### config.mk
export PLATFORM = sky130hd
export DESIGN_NAME = uart_tx_frame
export DESIGN_NICKNAME = d
export VERILOG_FILES = /design/src/rtl/uart_pkg.sv /design/src/rtl/uart_baud_cnt.sv /design/src/rtl/uart_tx_frame.sv
export SDC_FILE = /design/constraint.sdc
export NUM_CORES = 1
export LEC_CHECK = 0
export CORE_ASPECT_RATIO = 0.7
export CORE_UTILIZATION = 45
export DETAILED_ROUTE_END_ITERATION = 12
export GPL_ROUTABILITY_DRIVEN = 0
export HOLD_SLACK_MARGIN = 0.02
export PLACE_DENSITY = 0.65
export SLEW_MARGIN = 20
export SYNTH_ARGS = -nofsm -noshare
export SYNTH_HDL_FRONTEND = slang
export SYNTH_SLANG_ARGS = --single-unit
### constraint.sdc
create_clock -name sys_clk -period 6.3 [get_ports sys_clk]
set_clock_uncertainty 0.15 [all_clocks]
set_input_delay 0.945 -clock sys_clk [delete_from_list [all_inputs] [get_ports sys_clk]]
set_output_delay 0.945 -clock sys_clk [all_outputs]
set_load 0.01 [all_outputs]
### src/rtl/uart_pkg.sv
// Shared UART definitions: FSM state codes, parity-type codes and baud helper.
package uart_pkg;

  // FSM state encoding for the transmit (and future receive) framers
  typedef logic [2:0] uartState_t;

  localparam uartState_t IDLE   = 3'd0;
  localparam uartState_t START  = 3'd1;
  localparam uartState_t DATA   = 3'd2;
  localparam uartState_t PARITY = 3'd3;
  localparam uartState_t STOP   = 3'd4;

  // Parity-type selection shared with the upstream parity generator
  localparam logic [1:0] EVEN  = 2'd0;
  localparam logic [1:0] ODD   = 2'd1;
  localparam logic [1:0] MARK0 = 2'd2;
  localparam logic [1:0] MARK1 = 2'd3;

  // Clocks per line bit; truncating division, so the bit rate rounds up slightly
  function automatic int calcClksPerBit(input int clkFreq, input int baudRate);
    return clkFreq / baudRate;
  endfunction

endpackage

### src/rtl/uart_baud_cnt.sv
// Baud-period counter: counts 0..CLKS_PER_BIT-1 while enabled and pulses tc_o
// on the last count. Held at zero while disabled so every bit starts aligned.
module uart_baud_cnt #(
  parameter int CLKS_PER_BIT = 434
) (
  input  logic clk_i,
  input  logic rst_ni,
  input  logic en_i,
  output logic tc_o
);

  localparam int CNT_W = $clog2(CLKS_PER_BIT);
  localparam logic [CNT_W-1:0] TC_VAL = CNT_W'(CLKS_PER_BIT - 1);

  logic [CNT_W-1:0] cnt_q;
  logic [CNT_W-1:0] cnt_d;

  assign tc_o = en_i && (cnt_q == TC_VAL);

  // Next count: clear when idle or at terminal count, otherwise increment
  always_comb begin
    cnt_d = cnt_q;
    if (!en_i || tc_o) begin
      cnt_d = '0;
    end else begin
      cnt_d = cnt_q + CNT_W'(1);
    end
  end

  // Counter register with synchronous active-low reset
  always_ff @(posedge clk_i) begin
    if (!rst_ni) begin
      cnt_q <= '0;
    end else begin
      cnt_q <= cnt_d;
    end
  end

endmodule

### src/rtl/uart_tx_frame.sv
// UART transmit framer: accepts a word plus precomputed parity via valid/ready
// and serializes start, data (LSB first), optional parity and stop bits.
module uart_tx_frame
  import uart_pkg::*;
#(
  parameter int CLK_FREQ   = 50_000_000,
  parameter int BAUD_RATE  = 115200,
  parameter int DATA_WIDTH = 8,
  parameter int PARITY_EN  = 1,
  parameter int STOP_BITS  = 1
) (
  input  logic                  sys_clk,
  input  logic                  sys_rst_n,
  input  logic [DATA_WIDTH-1:0] tx_data,
  input  logic                  parity_in,
  input  logic                  tx_valid,
  output logic                  tx_ready,
  output logic                  tx_out,
  output logic                  tx_busy,
  output logic                  tx_done
);

  localparam int CLKS_PER_BIT = calcClksPerBit(CLK_FREQ, BAUD_RATE);
  localparam int BIT_CNT_W    = $clog2(DATA_WIDTH + 1);
  localparam logic [BIT_CNT_W-1:0] LAST_DATA = BIT_CNT_W'(DATA_WIDTH - 1);
  localparam logic [BIT_CNT_W-1:0] LAST_STOP = BIT_CNT_W'(STOP_BITS - 1);

  if (CLKS_PER_BIT < 2) begin : gBadBaud
    $error("uart_tx_frame: CLK_FREQ/BAUD_RATE must be at least 2");
  end
  if (STOP_BITS != 1 && STOP_BITS != 2) begin : gBadStop
    $error("uart_tx_frame: STOP_BITS must be 1 or 2");
  end
  if (DATA_WIDTH < 5 || DATA_WIDTH > 9) begin : gBadWidth
    $error("uart_tx_frame: DATA_WIDTH must be within 5..9");
  end
  if (PARITY_EN != 0 && PARITY_EN != 1) begin : gBadParity
    $error("uart_tx_frame: PARITY_EN must be 0 or 1");
  end

  uartState_t            state_q,  state_d;
  logic [DATA_WIDTH-1:0] shift_q,  shift_d;
  logic                  parity_q, parity_d;
  logic [BIT_CNT_W-1:0]  bitCnt_q, bitCnt_d;
  logic                  txOut_q,  txOut_d;
  logic                  ready_q,  ready_d;
  logic                  busy_q,   busy_d;
  logic                  done_q,   done_d;
  logic                  baudTc;

  uart_baud_cnt #(
    .CLKS_PER_BIT (CLKS_PER_BIT)
  ) uBaudCnt (
    .clk_i  (sys_clk),
    .rst_ni (sys_rst_n),
    .en_i   (state_q != IDLE),
    .tc_o   (baudTc)
  );

  // Frame sequencing: every output is computed here and registered below
  always_comb begin
    state_d  = state_q;
    shift_d  = shift_q;
    parity_d = parity_q;
    bitCnt_d = bitCnt_q;
    txOut_d  = txOut_q;
    ready_d  = ready_q;
    busy_d   = busy_q;
    done_d   = 1'b0;
    case (state_q)
      IDLE: begin
        if (tx_valid && ready_q) begin
          shift_d  = tx_data;
          parity_d = parity_in;
          bitCnt_d = '0;
          txOut_d  = 1'b0;
          ready_d  = 1'b0;
          busy_d   = 1'b1;
          state_d  = START;
        end
      end
      START: begin
        if (baudTc) begin
          state_d  = DATA;
          txOut_d  = shift_q[0];
          shift_d  = shift_q >> 1;
          bitCnt_d = '0;
        end
      end
      DATA: begin
        if (baudTc) begin
          if (bitCnt_q == LAST_DATA) begin
            bitCnt_d = '0;
            if (PARITY_EN != 0) begin
              state_d = PARITY;
              txOut_d = parity_q;
            end else begin
              state_d = STOP;
              txOut_d = 1'b1;
            end
          end else begin
            bitCnt_d = bitCnt_q + BIT_CNT_W'(1);
            txOut_d  = shift_q[0];
            shift_d  = shift_q >> 1;
          end
        end
      end
      PARITY: begin
        if (baudTc) begin
          state_d  = STOP;
          txOut_d  = 1'b1;
          bitCnt_d = '0;
        end
      end
      STOP: begin
        if (baudTc) begin
          if (bitCnt_q == LAST_STOP) begin
            state_d  = IDLE;
            txOut_d  = 1'b1;
            busy_d   = 1'b0;
            ready_d  = 1'b1;
            done_d   = 1'b1;
            bitCnt_d = '0;
          end else begin
            bitCnt_d = bitCnt_q + BIT_CNT_W'(1);
          end
        end
      end
      default: begin
        state_d  = IDLE;
        txOut_d  = 1'b1;
        busy_d   = 1'b0;
        ready_d  = 1'b1;
        bitCnt_d = '0;
      end
    endcase
  end

  // State and output registers; reset truncates any frame and idles the line
  always_ff @(posedge sys_clk) begin
    if (!sys_rst_n) begin
      state_q  <= IDLE;
      shift_q  <= '0;
      parity_q <= 1'b0;
      bitCnt_q <= '0;
      txOut_q  <= 1'b1;
      ready_q  <= 1'b1;
      busy_q   <= 1'b0;
      done_q   <= 1'b0;
    end else begin
      state_q  <= state_d;
      shift_q  <= shift_d;
      parity_q <= parity_d;
      bitCnt_q <= bitCnt_d;
      txOut_q  <= txOut_d;
      ready_q  <= ready_d;
      busy_q   <= busy_d;
      done_q   <= done_d;
    end
  end

  assign tx_out   = txOut_q;
  assign tx_ready = ready_q;
  assign tx_busy  = busy_q;
  assign tx_done  = done_q;

endmodule

==> metrics.txt, run 1 <==
# TYPE chip_impl_metric gauge
chip_impl_metric{name="share_of_async_settable_or_async_resettable_flops_after_synthesis",unit=""} 0
chip_impl_metric{name="iter_0_drt_violations",unit=""} 104
chip_impl_info{name="criticalPathCategory",value="in -> reg"} 1
chip_impl_metric{name="worstPathArrival",unit="ns"} 2.64
chip_impl_info{name="hp-class",value="reg -> reg"} 1
chip_impl_metric{name="drtPass1Iterations",unit=""} 4
chip_impl_metric{name="cts_buffer_depth",unit=""} 2
chip_impl_info{name="endpoint_of_the_worst_hold_timing_path",value="tx_busy$_SDFFE_PN0P_"} 1
chip_impl_metric{name="cap_viol_max_count",unit=""} 0
chip_impl_info{name="regToRegStartpoint",value="uBaudCnt.cnt_q[6]$_SDFF_PP0_"} 1
chip_impl_metric{name="routed_wl",unit="um"} 3280
chip_impl_metric{name="achievable-frequency",unit="MHz"} 385
chip_impl_metric{name="synthesis.area",unit="sq um"} 1590
chip_impl_metric{name="timing.setup.tns",unit="ns"} 0
chip_impl_metric{name="worst-endpoint-required",unit="ns"} 6.34
chip_impl_metric{name="via_count_of_the_first_global_routing_pass",unit=""} 1172
chip_impl_metric{name="drive_above_1_share",unit=""} 0.0919
chip_impl_metric{name="slew_headroom",unit=""} 0.612
chip_impl_metric{name="global_route_wire_length_before_repair",unit="um"} 5530
chip_impl_metric{name="power.ir.vdd_worst",unit="uV"} 257
chip_impl_metric{name="dr_total_vias",unit=""} 1295
chip_impl_metric{name="reg2reg_slack",unit="ns"} 4.12
chip_impl_metric{name="fillCellCount",unit=""} 293
chip_impl_info{name="cts_root_buffer",value="clkbuf_8"} 1
chip_impl_metric{name="clkSinkCount",unit=""} 29
chip_impl_metric{name="cts_htree_levels",unit=""} 2
chip_impl_metric{name="multiInputGateArea",unit="sq um"} 908
chip_impl_metric{name="dp_slack",unit="ns"} 3.45
chip_impl_metric{name="number_of_synthesized_flops_with_an_enable_pin",unit=""} 0
chip_impl_metric{name="period_needed",unit="ns"} 2.60
chip_impl_metric{name="synth_seq_cells",unit=""} 29
chip_impl_info{name="ys_top_cells_by_area",value="dfxtp_1 37%, mux2i_1 5.1%, nor2_1 4.5%"} 1
chip_impl_metric{name="synth_area_per_cell",unit="sq um"} 9.16
chip_impl_metric{name="initial_utilization",unit=""} 0.487
chip_impl_metric{name="postCtsResizedCells",unit=""} 0
chip_impl_metric{name="synth_cells",unit=""} 173
chip_impl_metric{name="clkLatencyLatePin",unit="ns"} 0.28
chip_impl_info{name="run_status",value="completed"} 1
chip_impl_metric{name="grt-ovfl-total",unit=""} 0
chip_impl_metric{name="design.portCount",unit=""} 16
chip_impl_metric{name="dp_cells",unit=""} 224
chip_impl_metric{name="placementRows",unit=""} 17
chip_impl_info{name="synthTopCellsByCount",value="29 x dfxtp_1, 19 x nor2_1, 11 x a21oi_1"} 1
chip_impl_metric{name="final-instance-count-excl-fill",unit=""} 232
chip_impl_metric{name="place.port_buffers",unit=""} 15
chip_impl_metric{name="reg2regPathDepth",unit=""} 4
chip_impl_metric{name="area_growth_syn_to_layout",unit="%"} 15.2
chip_impl_metric{name="final-max-slew-violation-count",unit=""} 0
chip_impl_metric{name="holdBufCountCts",unit=""} 0
chip_impl_metric{name="design.final.nets",unit=""} 200
chip_impl_metric{name="largest_net_degree_at_the_start_of_global_routing",unit=""} 17
chip_impl_metric{name="vias_per_cell",unit=""} 5.58
chip_impl_info{name="clock_tree_from_tritoncts",value="done"} 1
chip_impl_metric{name="cts-buffers-inserted",unit=""} 5
chip_impl_info{name="critical_path.startpoint_type",value="primary input"} 1
chip_impl_info{name="critical_path.reg2reg.endpoint",value="shift_q[2]$_SDFFE_PN0P_"} 1
chip_impl_metric{name="instance_count_along_the_most_critical_hold_path",unit=""} 2
chip_impl_metric{name="regArea",unit="sq um"} 581
chip_impl_metric{name="syn_nets",unit=""} 189
chip_impl_metric{name="placeableCoreArea",unit="sq um"} 3250
chip_impl_info{name="synth_ff_type",value="dfxtp_1"} 1
chip_impl_metric{name="synth_top_area_share",unit=""} 0.366
chip_impl_metric{name="final-hold-violation-count",unit=""} 0
chip_impl_metric{name="pwr_density_cell",unit="nW/um^2"} 391
chip_impl_metric{name="cts_setup_buffers",unit=""} 0
chip_impl_info{name="rsz0062_at_grt",value="no"} 1
chip_impl_info{name="hold_path_startpoint",value="tx_busy$_SDFFE_PN0P_"} 1
chip_impl_metric{name="track_usage",unit=""} 0.197
chip_impl_metric{name="yosysUniqueCellTypes",unit=""} 50
chip_impl_metric{name="antennaDiodeCount",unit=""} 0
chip_impl_metric{name="cts.reportedPaths.clkPinSlew",unit="ns"} 0.06
chip_impl_metric{name="power_leakage",unit="uW"} 0.000673
chip_impl_metric{name="drtAntennaViolNets",unit=""} 0
chip_impl_metric{name="detailedPlacementHpwl",unit="um"} 2330
chip_impl_info{name="worstSetupEndpointType",value="register"} 1
chip_impl_info{name="synth_largest_area_cell",value="dfxtp_1"} 1
chip_impl_metric{name="pnr_worst_setup_slack",unit="ns"} 3.70
chip_impl_metric{name="timing_worst_slew_pin_value",unit="ns"} 0.582
chip_impl_metric{name="critPathMaxFanout",unit=""} 16
chip_impl_metric{name="final_core_utilization",unit=""} 0.561
chip_impl_metric{name="period_share",unit=""} 0.412
chip_impl_metric{name="synth-seq-area-share",unit=""} 0.366
chip_impl_metric{name="yosysWarnings",unit=""} 0
chip_impl_metric{name="die_area",unit="sq um"} 3770
chip_impl_info{name="synth_most_common_cell",value="dfxtp_1"} 1
chip_impl_metric{name="antenna_found_initial",unit=""} 0
chip_impl_metric{name="routedWlPerCell",unit="um"} 14.1
chip_impl_metric{name="drc",unit=""} 0
chip_impl_metric{name="die_h",unit="um"} 51.7
chip_impl_metric{name="dieWidth",unit="um"} 72.9
chip_impl_metric{name="report.final.setup_viol",unit=""} 0
## placed cells by master (no fill, tap or decap), drive strengths merged, types with 4 or more instances in the layout
cell and count:
clkbuf 7, mux2i 8, nor2 19, nand3 6
xor2 4, nand4 6, o21ai 6, ha 4
dfxtp 29, clkdlybuf4s50 15, and3 4, xnor2 5
nand2 9, a311oi 7, inv 7, a21oi 11
## stage by stage
step,cell area [sq um],hold slack (ns),power [uW]
2_1_floorplan,1590,0.280,507
3_3_place_gp,1720,0.288,540
3_5_place_dp,1720,0.307,543
4_1_cts,1830,0.317,714
5_1_grt,1830,0.331,763
6_report,1830,0.306,714
## worst max-delay path: stages
cell,delay [ns]
clkdlybuf4s50_1,0.51
a211o_1,0.18
o2111a_1,0.58
a21oi_1,0.15
a311oi_2,0.27
## cells by family (layout without fill, tap and decap cells)
family,after synthesis,count (layout),synth area share
and+or+nand+nor,62,62,0.218
DFF,29,29,0.366
AOI/OAI and AO/OA,43,43,0.223
muxes,8,8,0.0505
adders and majority gates,4,4,0.0316
xor gates and xnor gates,9,9,0.0497
buffers and inverters,18,30,0.0608
## how the worst max path moves through the flow
stage	startpoint	endpoint	slack, ns	cells past startpoint
CTS	tx_valid	shift_q[2]$_SDFFE_PN0P_	3.75	5
detailed placement	tx_valid	shift_q[1]$_SDFFE_PN0P_	3.45	5
global placement	tx_valid	shift_q[2]$_SDFFE_PN0P_	3.49	5
floorplan	tx_valid	bitCnt_q[2]$_SDFFE_PN0P_	4.16	4
finish	tx_valid	shift_q[2]$_SDFFE_PN0P_	3.70	5
global route	tx_valid	shift_q[2]$_SDFFE_PN0P_	3.56	5
## power breakdown
part | switching [uW] | internal (uW)
Clock | 71.0 | 98.5
Sequential | 39.8 | 225
Combinational | 157 | 122
Total | 268 | 445
## state kept, by name, indices dropped and copies added (netlist names)
register / cells
state_q: 3
tx_out: 1
tx_busy: 1
bitCnt_q: 4
tx_done: 1
tx_ready: 1
parity_q: 1
shift_q: 8
uBaudCnt.cnt_q: 9
## layout make-up
cell class / count / area share
well taps: 47 / 0.0322
clock buffers: 7 / 0.0528
inverters: 7 / 0.0144
multi-input cells: 126 / 0.498
flip-flops and latches: 29 / 0.318
repair buffers: 15 / 0.0822
clock inverters: 1 / 0.00274
## routing by layer
layer	GRT usage	vias to the layer above	wire length (um)
li1	-	660	-
met1	0.289	598	1820
met2	0.266	32	1240
met3	0.0581	5	182
met4	0.0784	0	42
met5	0	-	0
No activity file was read; power rests on OpenSTA's default activity.
==> run 2: changes to the inputs <==
==> constraint.sdc (replaced) <==
create_clock -name sys_clk -period 2.4 [get_ports sys_clk]
set_clock_uncertainty 0.15 [all_clocks]
set_input_delay 0.36 -clock sys_clk [delete_from_list [all_inputs] [get_ports sys_clk]]
set_output_delay 0.36 -clock sys_clk [all_outputs]
set_load 0.01 [all_outputs]
==> metrics.txt, run 2 (synthesis gave the netlist of run 1 again) <==
# TYPE chip_impl_metric gauge
chip_impl_info{name="run_status",value="completed"} 1
chip_impl_metric{name="holdBufCountCts",unit=""} 0
chip_impl_metric{name="netSwitchingPower",unit="uW"} 751
chip_impl_metric{name="p_sw_frac",unit=""} 0.383
chip_impl_metric{name="die_h",unit="um"} 51.7
chip_impl_metric{name="largest_net_degree_at_the_start_of_global_routing",unit=""} 17
chip_impl_info{name="critical_path.startpoint",value="uBaudCnt.cnt_q[6]$_SDFF_PP0_"} 1
chip_impl_info{name="cts_root_buffer",value="clkbuf_8"} 1
chip_impl_metric{name="via_count_of_the_first_global_routing_pass",unit=""} 1222
chip_impl_info{name="mostFrequentLayoutCell",value="dfxtp_1"} 1
chip_impl_metric{name="track_usage",unit=""} 0.206
chip_impl_metric{name="antenna_found_initial",unit=""} 0
chip_impl_metric{name="clkLatencyLatePin",unit="ns"} 0.29
chip_impl_metric{name="achievable-frequency",unit="MHz"} 445
chip_impl_info{name="rsz0062_at_grt",value="no"} 1
chip_impl_metric{name="iter_0_drt_violations",unit=""} 74
chip_impl_metric{name="cts_setup_buffers",unit=""} 0
chip_impl_metric{name="drtPass1Iterations",unit=""} 4
chip_impl_metric{name="largest_register_ff_count",unit=""} 9
chip_impl_info{name="path_cells",value="or4b_1 > o211ai_4 > a21oi_1 > a311oi_1"} 1
chip_impl_metric{name="totalPowerFinal",unit="uW"} 1960
chip_impl_metric{name="clkSinkCount",unit=""} 29
chip_impl_metric{name="drive_above_1_share",unit=""} 0.130
chip_impl_metric{name="cts_buffer_depth",unit=""} 2
chip_impl_metric{name="drc",unit=""} 0
chip_impl_metric{name="comb_power_share",unit=""} 0.432
chip_impl_metric{name="initial_utilization",unit=""} 0.487
chip_impl_metric{name="reg2reg_slack",unit="ns"} 0.15
chip_impl_metric{name="cell_internal_pwr",unit="uW"} 1210
chip_impl_metric{name="final_design_area_no_fill",unit="sq um"} 1890
chip_impl_info{name="criticalPathCategory",value="reg -> reg"} 1
chip_impl_metric{name="cts_htree_levels",unit=""} 2
chip_impl_info{name="worstSetupEndpointType",value="register"} 1
chip_impl_metric{name="routedWlPerCell",unit="um"} 14.5
chip_impl_metric{name="design.portCount",unit=""} 16
chip_impl_metric{name="vias_per_cell",unit=""} 5.53
chip_impl_metric{name="final-max-slew-violation-count",unit=""} 0
chip_impl_metric{name="cts-buffers-inserted",unit=""} 5
chip_impl_metric{name="final_core_utilization",unit=""} 0.579
chip_impl_metric{name="slew_headroom",unit=""} 0.630
chip_impl_metric{name="grt-ovfl-total",unit=""} 0
chip_impl_metric{name="die_area",unit="sq um"} 3770
chip_impl_metric{name="pwr_density_cell",unit="nW/um^2"} 1040
chip_impl_metric{name="area_growth_syn_to_layout",unit="%"} 18.9
chip_impl_metric{name="power.ir.vdd_worst",unit="uV"} 490
chip_impl_metric{name="power_leakage",unit="uW"} 0.000714
chip_impl_metric{name="worst-endpoint-required",unit="ns"} 2.44
chip_impl_info{name="clock_tree_from_tritoncts",value="done"} 1
chip_impl_metric{name="critPathMaxFanout",unit=""} 15
chip_impl_metric{name="dr_total_vias",unit=""} 1327
chip_impl_metric{name="cts.reportedPaths.clkPinSlew",unit="ns"} 0.06
chip_impl_info{name="critical_path.reg2reg.endpoint",value="shift_q[4]$_SDFFE_PN0P_"} 1
chip_impl_metric{name="detailed_place.area",unit="sq um"} 1780
chip_impl_metric{name="pwr-share-seq",unit=""} 0.342
chip_impl_metric{name="clock_power_share",unit=""} 0.226
chip_impl_info{name="regToRegStartpoint",value="uBaudCnt.cnt_q[6]$_SDFF_PP0_"} 1
chip_impl_metric{name="reg2regPathDepth",unit=""} 4
chip_impl_metric{name="detailedPlacementHpwl",unit="um"} 2570
chip_impl_metric{name="cap_viol_max_count",unit=""} 0
chip_impl_metric{name="drtAntennaViolNets",unit=""} 0
chip_impl_info{name="cp-endpoint",value="shift_q[4]$_SDFFE_PN0P_"} 1
chip_impl_metric{name="dp_slack",unit="ns"} 0.0724
chip_impl_metric{name="timing.setup.tns",unit="ns"} 0
chip_impl_info{name="hp-class",value="reg -> reg"} 1
chip_impl_metric{name="placeableCoreArea",unit="sq um"} 3250
chip_impl_metric{name="period_share",unit=""} 0.937
chip_impl_metric{name="routed_wl",unit="um"} 3480
chip_impl_metric{name="pnr_worst_setup_slack",unit="ns"} 0.150
chip_impl_metric{name="design.final.nets",unit=""} 208
chip_impl_metric{name="global_route_wire_length_before_repair",unit="um"} 5740
chip_impl_metric{name="cpPeakStageDelay",unit="ns"} 0.71
chip_impl_info{name="layout_common_cells",value="29 x dfxtp_1, 19 x nor2_1, 15 x clkdlybuf4s50_1"} 1
chip_impl_metric{name="period_needed",unit="ns"} 2.25
chip_impl_info{name="critical_path.startpoint_type",value="register"} 1
chip_impl_metric{name="antennaDiodeCount",unit=""} 0
chip_impl_metric{name="worstPathArrival",unit="ns"} 2.29
chip_impl_metric{name="place.port_buffers",unit=""} 15
chip_impl_metric{name="fillCellCount",unit=""} 301
chip_impl_metric{name="timing_worst_slew_pin_value",unit="ns"} 0.556
chip_impl_metric{name="placementRows",unit=""} 17
chip_impl_metric{name="postCtsResizedCells",unit=""} 0
chip_impl_metric{name="report.final.setup_viol",unit=""} 0
chip_impl_info{name="registers_with_the_most_flip_flops",value="uBaudCnt.cnt_q x9, shift_q x8, bitCnt_q x4"} 1
chip_impl_metric{name="dieWidth",unit="um"} 72.9
chip_impl_metric{name="final-hold-violation-count",unit=""} 0
chip_impl_info{name="registers.top_by_ff_count",value="uBaudCnt.cnt_q"} 1
chip_impl_info{name="cpMaxStageDelayCell",value="or4b_1"} 1
==> run 2: cell types whose count changed in the layout (fill, tap and decap cells not counted) <==
| cell | previous run | this run |
|---|---|---|
| buf_4 | 0 | 8 |
==> run 2: layout make-up <==
class	instances	area (sq um)	share of cell area
timing repair buffer	23	210	0.111
tap	47	58.8	0.0312
inverter	7	26.3	0.0139
multi-input combinational	126	908	0.482
clock buffer	7	96.3	0.0511
clock inverter	1	5.00	0.00265
sequential	29	581	0.308
==> run 2: critical path: cells and delay by family (launching register included) <==
kind,cells,cell delay (ns)
simple gates,1,0.71
flops,1,0.35
compound gates,3,0.94
==> run 2: worst min-delay path by stage <==
stage | from | endpoint | slack, ns | cells past startpoint
after CTS | uBaudCnt.cnt_q[0]$_SDFF_PP0_ | uBaudCnt.cnt_q[0]$_SDFF_PP0_ | 0.32 | 1
after detailed placement | uBaudCnt.cnt_q[0]$_SDFF_PP0_ | uBaudCnt.cnt_q[0]$_SDFF_PP0_ | 0.31 | 1
final | tx_busy$_SDFFE_PN0P_ | tx_busy$_SDFFE_PN0P_ | 0.31 | 2
after floorplan | uBaudCnt.cnt_q[0]$_SDFF_PP0_ | uBaudCnt.cnt_q[0]$_SDFF_PP0_ | 0.28 | 1
after global routing | uBaudCnt.cnt_q[0]$_SDFF_PP0_ | uBaudCnt.cnt_q[0]$_SDFF_PP0_ | 0.34 | 1
after global placement | tx_busy$_SDFFE_PN0P_ | tx_busy$_SDFFE_PN0P_ | 0.29 | 2
==> run 2: power by group through the flow <==
stage                     Clock [uW]  Combinational [uW]  Sequential, uW
final                            444                 847             671
after global routing             470                 926             683
after CTS                        453                 846             669
after detailed placement           0                 844             678
after global placement             0                 798             670
after floorplan                    0                 675             656
==> run 2: through the flow <==
step | cells | hold WS [ns]
detailed placement | 232 | 0.306
global route | 240 | 0.342
floorplan | 173 | 0.280
CTS | 240 | 0.319
finish | 240 | 0.311
global placement | 232 | 0.286
==> run 2: metal layers <==
layer / vias to the layer above / global-route usage / share of wire
li1: 675 / - / -
met1: 624 / 0.297 / 0.52
met2: 23 / 0.293 / 0.43
met3: 5 / 0.0465 / 0.038
met4: 0 / 0.0882 / 0.016
met5: - / 0 / 0
